==> src/rtl/pc_unit.sv <==
// Fetch program counter: sequential advance plus trap/redirect loads with
// misaligned-target detection, previous-PC tracking and an advance counter.
module pc_unit #(
  parameter int unsigned     XLEN         = 32,
  parameter logic [XLEN-1:0] RESET_VECTOR = '0,
  parameter int unsigned     INC          = 4,
  parameter int unsigned     ALIGN_BITS   = 2,
  parameter int unsigned     CNT_W        = 32
) (
  input  logic             clk,
  input  logic             res,
  input  logic             En,
  input  logic             redirect,
  input  logic [XLEN-1:0]  redirect_target,
  input  logic             trap,
  input  logic [XLEN-1:0]  trap_vector,
  input  logic             misalign_clr,
  output logic [XLEN-1:0]  pc,
  output logic [XLEN-1:0]  pc_old,
  output logic [XLEN-1:0]  pc_plus,
  output logic             redirected,
  output logic             misalign,
  output logic [XLEN-1:0]  misalign_addr,
  output logic [CNT_W-1:0] adv_count
);

  // Ones above the alignment field, zeros within it.
  localparam logic [XLEN-1:0] ALIGN_MASK = {XLEN{1'b1}} << ALIGN_BITS;

  logic [XLEN-1:0]  r_pc;
  logic [XLEN-1:0]  r_pc_old;
  logic             r_redirected;
  logic             r_misalign;
  logic [XLEN-1:0]  r_misalign_addr;
  logic [CNT_W-1:0] r_adv_count;

  logic             w_target_ok;
  logic [XLEN-1:0]  w_pc_plus;
  logic [XLEN-1:0]  w_pc_nxt;
  logic [XLEN-1:0]  w_pc_old_nxt;
  logic             w_redirected_nxt;
  logic             w_misalign_nxt;
  logic [XLEN-1:0]  w_misalign_addr_nxt;
  logic [CNT_W-1:0] w_adv_count_nxt;

  assign w_target_ok = (redirect_target & ~ALIGN_MASK) == '0;
  assign w_pc_plus   = r_pc + XLEN'(INC);

  always_comb begin
    w_pc_nxt            = r_pc;
    w_pc_old_nxt        = r_pc_old;
    w_redirected_nxt    = 1'b0;
    w_misalign_nxt      = r_misalign;
    w_misalign_addr_nxt = r_misalign_addr;
    w_adv_count_nxt     = r_adv_count;

    if (trap) begin
      w_pc_nxt         = trap_vector & ALIGN_MASK;
      w_pc_old_nxt     = r_pc;
      w_redirected_nxt = 1'b1;
      w_misalign_nxt   = 1'b0;
    end else if (redirect && w_target_ok) begin
      // A legal redirect loads even while faulted but never clears the flag itself.
      w_pc_nxt         = redirect_target;
      w_pc_old_nxt     = r_pc;
      w_redirected_nxt = 1'b1;
      if (misalign_clr) w_misalign_nxt = 1'b0;
    end else if (redirect) begin
      w_misalign_nxt      = 1'b1;
      w_misalign_addr_nxt = redirect_target;
    end else begin
      // Advance is gated by the flag as it stood before this edge's clear.
      if (En && !r_misalign) begin
        w_pc_nxt        = w_pc_plus;
        w_pc_old_nxt    = r_pc;
        w_adv_count_nxt = r_adv_count + CNT_W'(1);
      end
      if (misalign_clr) w_misalign_nxt = 1'b0;
    end
  end

  always_ff @(posedge clk) begin
    if (res) begin
      r_pc            <= RESET_VECTOR;
      r_pc_old        <= RESET_VECTOR;
      r_redirected    <= 1'b0;
      r_misalign      <= 1'b0;
      r_misalign_addr <= '0;
      r_adv_count     <= '0;
    end else begin
      r_pc            <= w_pc_nxt;
      r_pc_old        <= w_pc_old_nxt;
      r_redirected    <= w_redirected_nxt;
      r_misalign      <= w_misalign_nxt;
      r_misalign_addr <= w_misalign_addr_nxt;
      r_adv_count     <= w_adv_count_nxt;
    end
  end

  assign pc            = r_pc;
  assign pc_old        = r_pc_old;
  assign pc_plus       = w_pc_plus;
  assign redirected    = r_redirected;
  assign misalign      = r_misalign;
  assign misalign_addr = r_misalign_addr;
  assign adv_count     = r_adv_count;

endmodule

==> config.mk <==
export PLATFORM = sky130hd
export DESIGN_NAME = pc_unit
export DESIGN_NICKNAME = d
export VERILOG_FILES = /design/src/rtl/pc_unit.sv
export SDC_FILE = /design/constraint.sdc
export NUM_CORES = 1
export LEC_CHECK = 0
export ABC_CLOCK_PERIOD_IN_PS = 2900
export CAP_MARGIN = 20
export CORE_MARGIN = 5
export CORE_UTILIZATION = 45
export CTS_CLUSTER_SIZE = 24
export DETAILED_ROUTE_END_ITERATION = 10
export MAX_ROUTING_LAYER = met4
export PLACE_DENSITY_LB_ADDON = 0.2
export SLEW_MARGIN = 20
export SYNTH_ARGS = -nofsm -noshare
export SYNTH_HDL_FRONTEND = slang
export SYNTH_SLANG_ARGS = --single-unit
==> constraint.sdc <==
create_clock -name clk -period 2.9 [get_ports clk]
set_clock_uncertainty 0.1 [all_clocks]
set_input_delay 0.58 -clock clk [delete_from_list [all_inputs] [get_ports clk]]
set_output_delay 0.58 -clock clk [all_outputs]
set_load 0.05 [all_outputs]
==> summary.md <==
| Metric | Value |
|---|---|
| Total wire length | `23,500 um` |
| Leak Pwr | `3.94 nW` |
| Total core area | `0.0138 mm2` |
| Syn_nets | `876` |
| Post-Place Cell Area | `0.00938 mm2` |
| Number of vias in the routed layout | `6,912` |
| Max stage delay cell, worst path | `dfxtp_2` |
| Cell type with the largest total area after synthesis | `dfxtp_1` |
| Initial DRC count | `447` |
| Launch instance of the worst min-delay path | `pc_old[21]` |
| Final Critical Period | `2.81 ns` |
| Die outline height | `128 um` |
| Detailed-router iteration count before antenna repair | `5` |
| Number of H-tree levels | `4` |
| Number of cells produced by synthesis | `804` |
| Type of element launching the critical path | `flip-flop` |
| Max clock buf depth | `2` |
| Async S/R FF share, synth | `0%` |
| Cell chain of the critical path | `nand2_1, nor3_2, buf_6, buf_4, nand2_1, xnor2_4, buf_12` |
| Horiz. Die Dim | `128 um` |
| Area growth syn-to-layout | `63.9%` |
| Critical path arrival | `2.13 ns` |
| Clock transition at the registers of the reported paths | `0.06 ns` |
| Maximum capacitance violations | `0` |
| RePlAce Congestion | `0.890` |
| Stage delay of the slowest cell on the critical path | `0.42 ns` |
| Fraction of synthesized cell area taken by the top area cell type | `41.6%` |
| Actual slew at the worst max-slew pin | `1.05 ns` |
| TritonCTS clock tree | `done` |
| Antenna violations before repair | `0` |
| Crit path required time | `2.22 ns` |
| Unique masters post-synth | `55` |
| Maximum achievable frequency | `355 MHz` |
| Final non-filler cell area | `0.0103 mm2` |
| Number of nets with antenna violations after detailed routing | `0` |
| Full die area | `0.0164 mm2` |
| DR vias/cell | `5.55` |
| Cells on Worst Hold Path | `2` |
| Most common cell on crit path | `nand2_1` |
| Post-Synthesis Cell Area | `0.00625 mm2` |
| Buffer type at the clock tree root | `clkbuf_16` |
| Share of the cycle needed by the critical path after routing | `97.0%` |
| Post-route DRC violation count | `0` |
| Number of synthesized register bits | `130` |
| Total number of placement rows | `43` |
| Source-to-sink clock delay at the later pin of the worst-skew pair | `0.43 ns` |
| Power density over cell area | `539 mW/mm2` |
| Worst setup path class | `reg2out` |
| Initial standard-cell utilization of the core | `45.4%` |
| Vias in the first global route | `6,851` |
| # hold bufs at CTS | `0` |
| Worst-path maximum fanout | `9` |
| Worst R2R Path Depth | `6` |
| Final Max Slew Viols | `0` |
| Top flip-flop cell by instance count after synthesis | `dfxtp_1` |
| Hold Violations, Final | `0` |
| Syn. warnings | `0` |
| Worst R2R Setup Slack | `0.73 ns` |
| Number of buffer cells added on primary ports | `229` |
| Most frequent cell after synthesis | `nand2_1` |
| CTS Buf Count | `17` |
| Max-Slew Margin vs Limit | `29.7%` |
| Sequential element share of the synthesized area | `41.6%` |
| First-pass GRT wire length | `36,600 um` |
| Overall Power | `5.53 mW` |
| Class of the tightest hold or removal check | `reg2reg` |
| Share of final-layout standard cells stronger than drive strength 1 | `17.4%` |
| Number of enable-type register cells in the synthesized netlist | `0` |
| Setup-failing EPs final | `0` |
| Mean instance size in the synthesized netlist | `7.78 um2` |
| Ports | `232` |
| Status | `complete, no violations` |
| Worst Hold End | `pc_old[21]` |
| Fin nets | `1,123` |
| Top post-synthesis cells by count | `180 x nand2_1, 130 x dfxtp_1, 84 x a21oi_1` |
| Total half-perimeter wirelength after legalization and detailed placement | `16,600 um` |
| Synth area leaders | `dfxtp_1 42%, nand2_1 11%, a21oi_1 6.7%, xor2_1 5.2%, nor2_1 4.4%` |
| CTS Sinks | `130` |
| Pin count of the biggest net entering global routing | `68` |
| Overflow left after global routing | `0` |
| Critical Path Sink Type | `output pin` |
| Global-route usage over all layers | `29.3%` |
| Worst reg2reg endpoint | `pc[19]` |
| IR drop worst, VDD | `0.600 mV` |
| Detail-routed net length per standard cell | `18.9 um` |
| Worst flop-to-flop path startpoint | `pc[4]` |
per-layer routing:
| layer | share of wire, % | GRT usage (%) | vias up |
|---|---|---|---|
| li1 | - | - | 3251 |
| met2 | 49 | 48.4 | 348 |
| met5 | 0 | - | - |
| met1 | 37 | 33.1 | 3249 |
| met3 | 9.1 | 8.92 | 64 |
| met4 | 4.1 | 12.5 | 0 |
sequential cells by signal (all words and copies together), names as in the netlist, named ones only:
register,cells
adv_count,32
misalign,1
redirected,1
pc_old,32
pc,30
misalign_addr,32
where the power goes:
group,total (mW),switching (mW),internal (mW)
combinational,1.13,0.691,0.437
clock,2.48,0.859,1.62
sequential,1.92,0.0641,1.86
critical path, delay by kind of cell, from the launching register on:
kind | cells | cell delay (ns)
AND/OR/NAND/NOR | 3 | 0.63
flip-flops | 1 | 0.42
XOR/XNOR | 1 | 0.18
buffers and inverters | 3 | 0.48
area by class of cell:
type	instances	area [um2]
Clock buffer	17	425
Antenna cell	1	2.50
Sequential cell	130	2630
Tap cell	180	225
Clock inverter	15	254
Inverter	8	30.0
Timing Repair Buffer	288	2980
Fill cell	1019	3520
Multi-Input combinational cell	606	3710
stage by stage:
stage | TNS, ns | setup slack [ns] | hold WS, ns | instances | utilization, %
after floorplan | -0.0680 | -0.0361 | 0.503 | 804 | -
after global placement | 0 | 0.0607 | 0.337 | 1198 | 68.1
after detailed placement | 0 | 0.0465 | 0.344 | 1198 | 68.1
after CTS | -0.0241 | -0.0220 | 0.351 | 1241 | 73.9
after global routing | -0.0221 | -0.00749 | 0.369 | 1244 | 74.4
final | 0 | 0.0861 | 0.351 | 1245 | 74.4
timing repair:
| action | in CTS | in global routing |
|---|---|---|
| hold endpoints to repair | 0 | 0 |
| endpoints found under the setup margin | 12 | 17 |
| pin swaps | 7 | 4 |
| gates resized for setup | 9 | 10 |
| buffers inserted | 11 | 3 |
how the worst max path moves through the flow:
stage,start,end,slack [ns],depth (start not counted)
6_report,pc[9],pc_plus[14],0.09,7
5_1_grt,pc[4],pc_plus[23],-0.007,5
4_1_cts,pc[13],pc_plus[24],-0.02,5
3_5_place_dp,redirect_target[0],pc[23],0.05,6
3_3_place_gp,redirect_target[0],pc[12],0.06,6
2_1_floorplan,pc[8],pc_plus[30],-0.04,5
logic make-up (layout without fill, tap and decap cells):
| kind of cell | count (synthesis) | after routing | share of synthesized area (%) |
|---|---|---|---|
| buffers and inverters | 68 | 328 | 4.52 |
| other | 0 | 1 | 0 |
| AND/OR/NAND/NOR | 382 | 382 | 28.6 |
| AO/OA/AOI/OAI | 147 | 147 | 14.2 |
| flip-flops | 130 | 130 | 41.6 |
| adder cells (fa/ha/maj) | 2 | 2 | 0.400 |
| XOR/XNOR | 67 | 67 | 9.38 |
| multiplexers | 8 | 8 | 1.28 |
layout by cell type (no fill, tap or decap), types with 15 or more instances in the layout:
cell type / count
a21oi_1: 84
clkdlybuf4s50_1: 200
and3_1: 15
clkbuf_16: 17
buf_12: 25
nand2_1: 179
nor3_1: 19
nor2_1: 71
nand4_1: 22
dfxtp_1: 115
buf_4: 60
nand3_1: 27
xor2_1: 36
(Power assumes the default switching activity.)
==> RTL edit 1 (same settings) <==
Set the parameter `CNT_W` to 64 (it was 32).
--- a/src/rtl/pc_unit.sv
+++ b/src/rtl/pc_unit.sv
@@ -6,5 +6,5 @@
   parameter int unsigned     INC          = 4,
   parameter int unsigned     ALIGN_BITS   = 2,
-  parameter int unsigned     CNT_W        = 32
+  parameter int unsigned     CNT_W        = 64
 ) (
   input  logic             clk,
Ports: changed (resized adv_count); port bits go from 232 to 264. The function was not compared with the original's and may differ.
==> RTL edit 1 against the original RTL <==
The flow now finishes with violations (negative setup slack); core utilization fell by 1.1 points; first-iteration DRC count rose by 100%; via count rose by 32%; synthesized cell count rose by 28%; synthesized area rose by 27%; sequential cell count rose by 32; routed wire length rose by 26%; critical path type unchanged; register-to-register slack got worse by 0.34 ns; cell count rose by 26%; final area rose by 24%; setup slack got worse by 0.27 ns; total power rose by 7.3%; combinational power rose by 11%.
==> RTL edit 1: results (changes against the original RTL) <==
final WL=29600 um (+26%); multiplexer fraction of the synthesized cell area=0.253% (-1.0 points); final setup fails=15 (+15); Max IR drop VDD=440 uV (-27%); clk root buf=clkbuf_16; first-pass GRT wire length=45600 um (+25%); Synth Area in XOR/XNOR=6.63% (-2.8 points); reg2reg path depth=5 (-1); area occupied by multi-input gates=0.00478 mm^2 (+29%); WHS=0.351 ns (-0.0000460 ns); First DRT Iteration DRCs=916 (+100%); Pleak=4.47 nW (+14%); Filler Cell Count=1336 (+31%); M2 GR Usage=47.7% (-0.67 points); Area after DPL=0.0116 mm^2 (+24%); global-route usage over all layers=28.6% (-0.70 points); GR Util met1=34.4% (+1.4 points); register area share after synthesis=40.9% (-0.69 points); Routability Congestion=0.890 (+0.10%); Critical Path Sink=pc_plus[31]; worst reg2reg path endpoint=adv_count[35]; hpwl dp=20500 um (+23%); largest net degree at the start of global routing=94 (+38%); R2R Setup Slk=0.39 ns (-0.34 ns); origin of the critical flop-to-flop path=adv_count[8]; switching share of power=31.0% (+1.8 points); Met1 Wirelength=11900 um (+36%); Hold Path End=pc_old[14]; postcts setup bufs=22 (+11); Crit Path Max Fanout=5 (-4); Critical Path Max Stage Delay=0.62 ns (+0.20 ns); vias per inst=5.79 (+4.2%); Mean Syn Cell Area=7.68 um^2 (-1.3%); slowest stage cell, crit path=or4b_4; Met3 Wirelength=2150 um (+0.94%); initial antenna violation count=1 (+1); worst hold start=pc_old[14]; 1st-pass router iterations=6 (+1); CTS resizes=24 (+15); vias in the first global route=8608 (+26%); failing checks=negative setup slack; status=complete, but fails checks; via count=9107 (+32%); Worst Tran Pin Value=0.801 ns (-0.250 ns); routed length on met2=14600 um (+25%); Port Buffers=261 (+14%); Commonest cells post-synth=nand2_1, dfxtp_1, a21oi_1; Synth area leaders=dfxtp_1, nand2_1, a21oi_1, nor2_1, xor2_1; final worst slack=-0.182 ns (-0.269 ns); worst slack, placed=-0.0820 ns (-0.129 ns); setup_tns=-1.47 ns (-1.47 ns); Adder-Cell Fraction of Synth Area=0.316% (-0.084 points); fin nets=1407 (+25%); M3 GR Usage=5.69% (-3.2 points); complex-gate fraction of the synthesized area=16.9% (+2.7 points); Post-Syn Nets=1104 (+26%)
[RTL edit 1: changes by cell type in the layout (fill, tap and decap cells not counted), moves of 17 or more]
cell / delta
dfxtp_1: +26
o31ai_1: +25
buf_4: +41
xor2_1: -18
dfxtp_4: +17
or4_1: +26
clkdlybuf4s50_1: +31
a21oi_1: +47
o21ai_0: +17
[RTL edit 1: power by group through the flow]
| stage | clock, W | combinational (W) | sequential, W |
|---|---|---|---|
| after floorplan | 0 | 0.000454 | 0.00267 |
| after CTS | 0.00233 | 0.00122 | 0.00238 |
| after detailed placement | 0 | 0.00119 | 0.00243 |
| after global routing | 0.00244 | 0.00130 | 0.00239 |
| final | 0.00231 | 0.00125 | 0.00238 |
| after global placement | 0 | 0.00118 | 0.00243 |
[RTL edit 1: final cells by class]
type	instances	share of cell area, %
antenna	1	0.0197
clock buffer	20	3.52
clock inverter	12	1.15
inverter	12	0.355
multi-input combinational	774	37.7
sequential	162	26.2
tap	225	2.22
timing repair buffer	368	28.9
==> RTL edit 2 (same flow settings) <==
Without the edit above. Register the output `pc` once more; this adds one clock of latency there. The other outputs are not delayed to match.
--- a/src/rtl/pc_unit.sv
+++ b/src/rtl/pc_unit.sv
@@ -98,5 +98,7 @@
   end
 
-  assign pc            = r_pc;
+  always_ff @(posedge clk) begin
+    pc <= r_pc;
+  end
   assign pc_old        = r_pc_old;
   assign pc_plus       = w_pc_plus;
Function: changed (Yosys sat finds a counterexample within 4 cycles, from zero or initial values).
==> RTL edit 2 against the original RTL <==
Sequential power is 24% higher; setup slack worse by 0.030 ns; global-route usage is 4.3 points lower; total power is 5.7% higher; sequential share of layout area is 5.9 points higher; final area is 0.63% higher; maximum frequency is 1.0% lower; register-to-register slack worse by 0.02 ns; synthesized area is 7.4% higher; routed wire length is 6.5% lower; sequential cell count is 32 higher; critical endpoint is now pc_plus[23]; critical path type unchanged; first-iteration DRC count is 21% lower.
==> RTL edit 2: results (changes against the original RTL) <==
global-route usage over all layers=25.0% (-4.3 points); Pleak=3.85 nW (-2.2%); first-pass GRT wire length=34400 um (-6.0%); Area after DPL=0.00960 mm^2 (+2.4%); CTS resizes=6 (-3); slowest stage cell, crit path=dfxtp_1; status=complete, no violations; Critical Path Sink=pc_plus[23]; origin of the critical flop-to-flop path=misalign; Synth area leaders=dfxtp_1, nand2_1, a21oi_1, nor2_1, xor2_1; via count=6572 (-4.9%); Inst Count DP=1223 (+2.1%); Hold Path End=pc[12]; Gate Count Post-Synth=825 (+2.6%); worst hold start=r_pc[12]; M2 GR Usage=39.5% (-8.9 points); Routability Congestion=0.903 (+1.6%); postcts setup bufs=2 (-9); Commonest cells post-synth=nand2_1, dfxtp_1, a21oi_1; initial antenna violation count=1 (+1); Crit Path Max Fanout=6 (-3); vias in the first global route=6315 (-7.8%); Worst EP arrival=2.16 ns (+0.03 ns); routed length on met2=10200 um (-12%); R2R Setup Slk=0.71 ns (-0.02 ns)
==> RTL edit 2: cell types whose count changed after synthesis, moves of 7 or more <==
| cell | change |
|---|---|
| nand2_1 | -9 |
| xor2_1 | -7 |
| a21oi_1 | +20 |
| a31oi_1 | -8 |
| mux2i_1 | -7 |
| o21ai_0 | +8 |
| nand3_1 | -8 |
| and3_1 | -8 |
| dfxtp_1 | +32 |
| and2_1 | -7 |
==> RTL edit 2: power by group <==
part	total, W	leakage (nW)	switching (W)	internal [W]
clock network	0.00238	0.297	0.000889	0.00149
registers	0.00239	1.32	0.0000664	0.00233
logic	0.00108	2.23	0.000662	0.000418
==> RTL edit 2: final cells by class <==
class                      count  area [um^2]
fill                        1162         4270
antenna                        1         2.50
clock inverter                 9          154
tap                          184          230
timing repair buffer         276         2850
sequential                   162         3250
multi-input combinational    590         3310
inverter                      14         52.6
clock buffer                  23          468
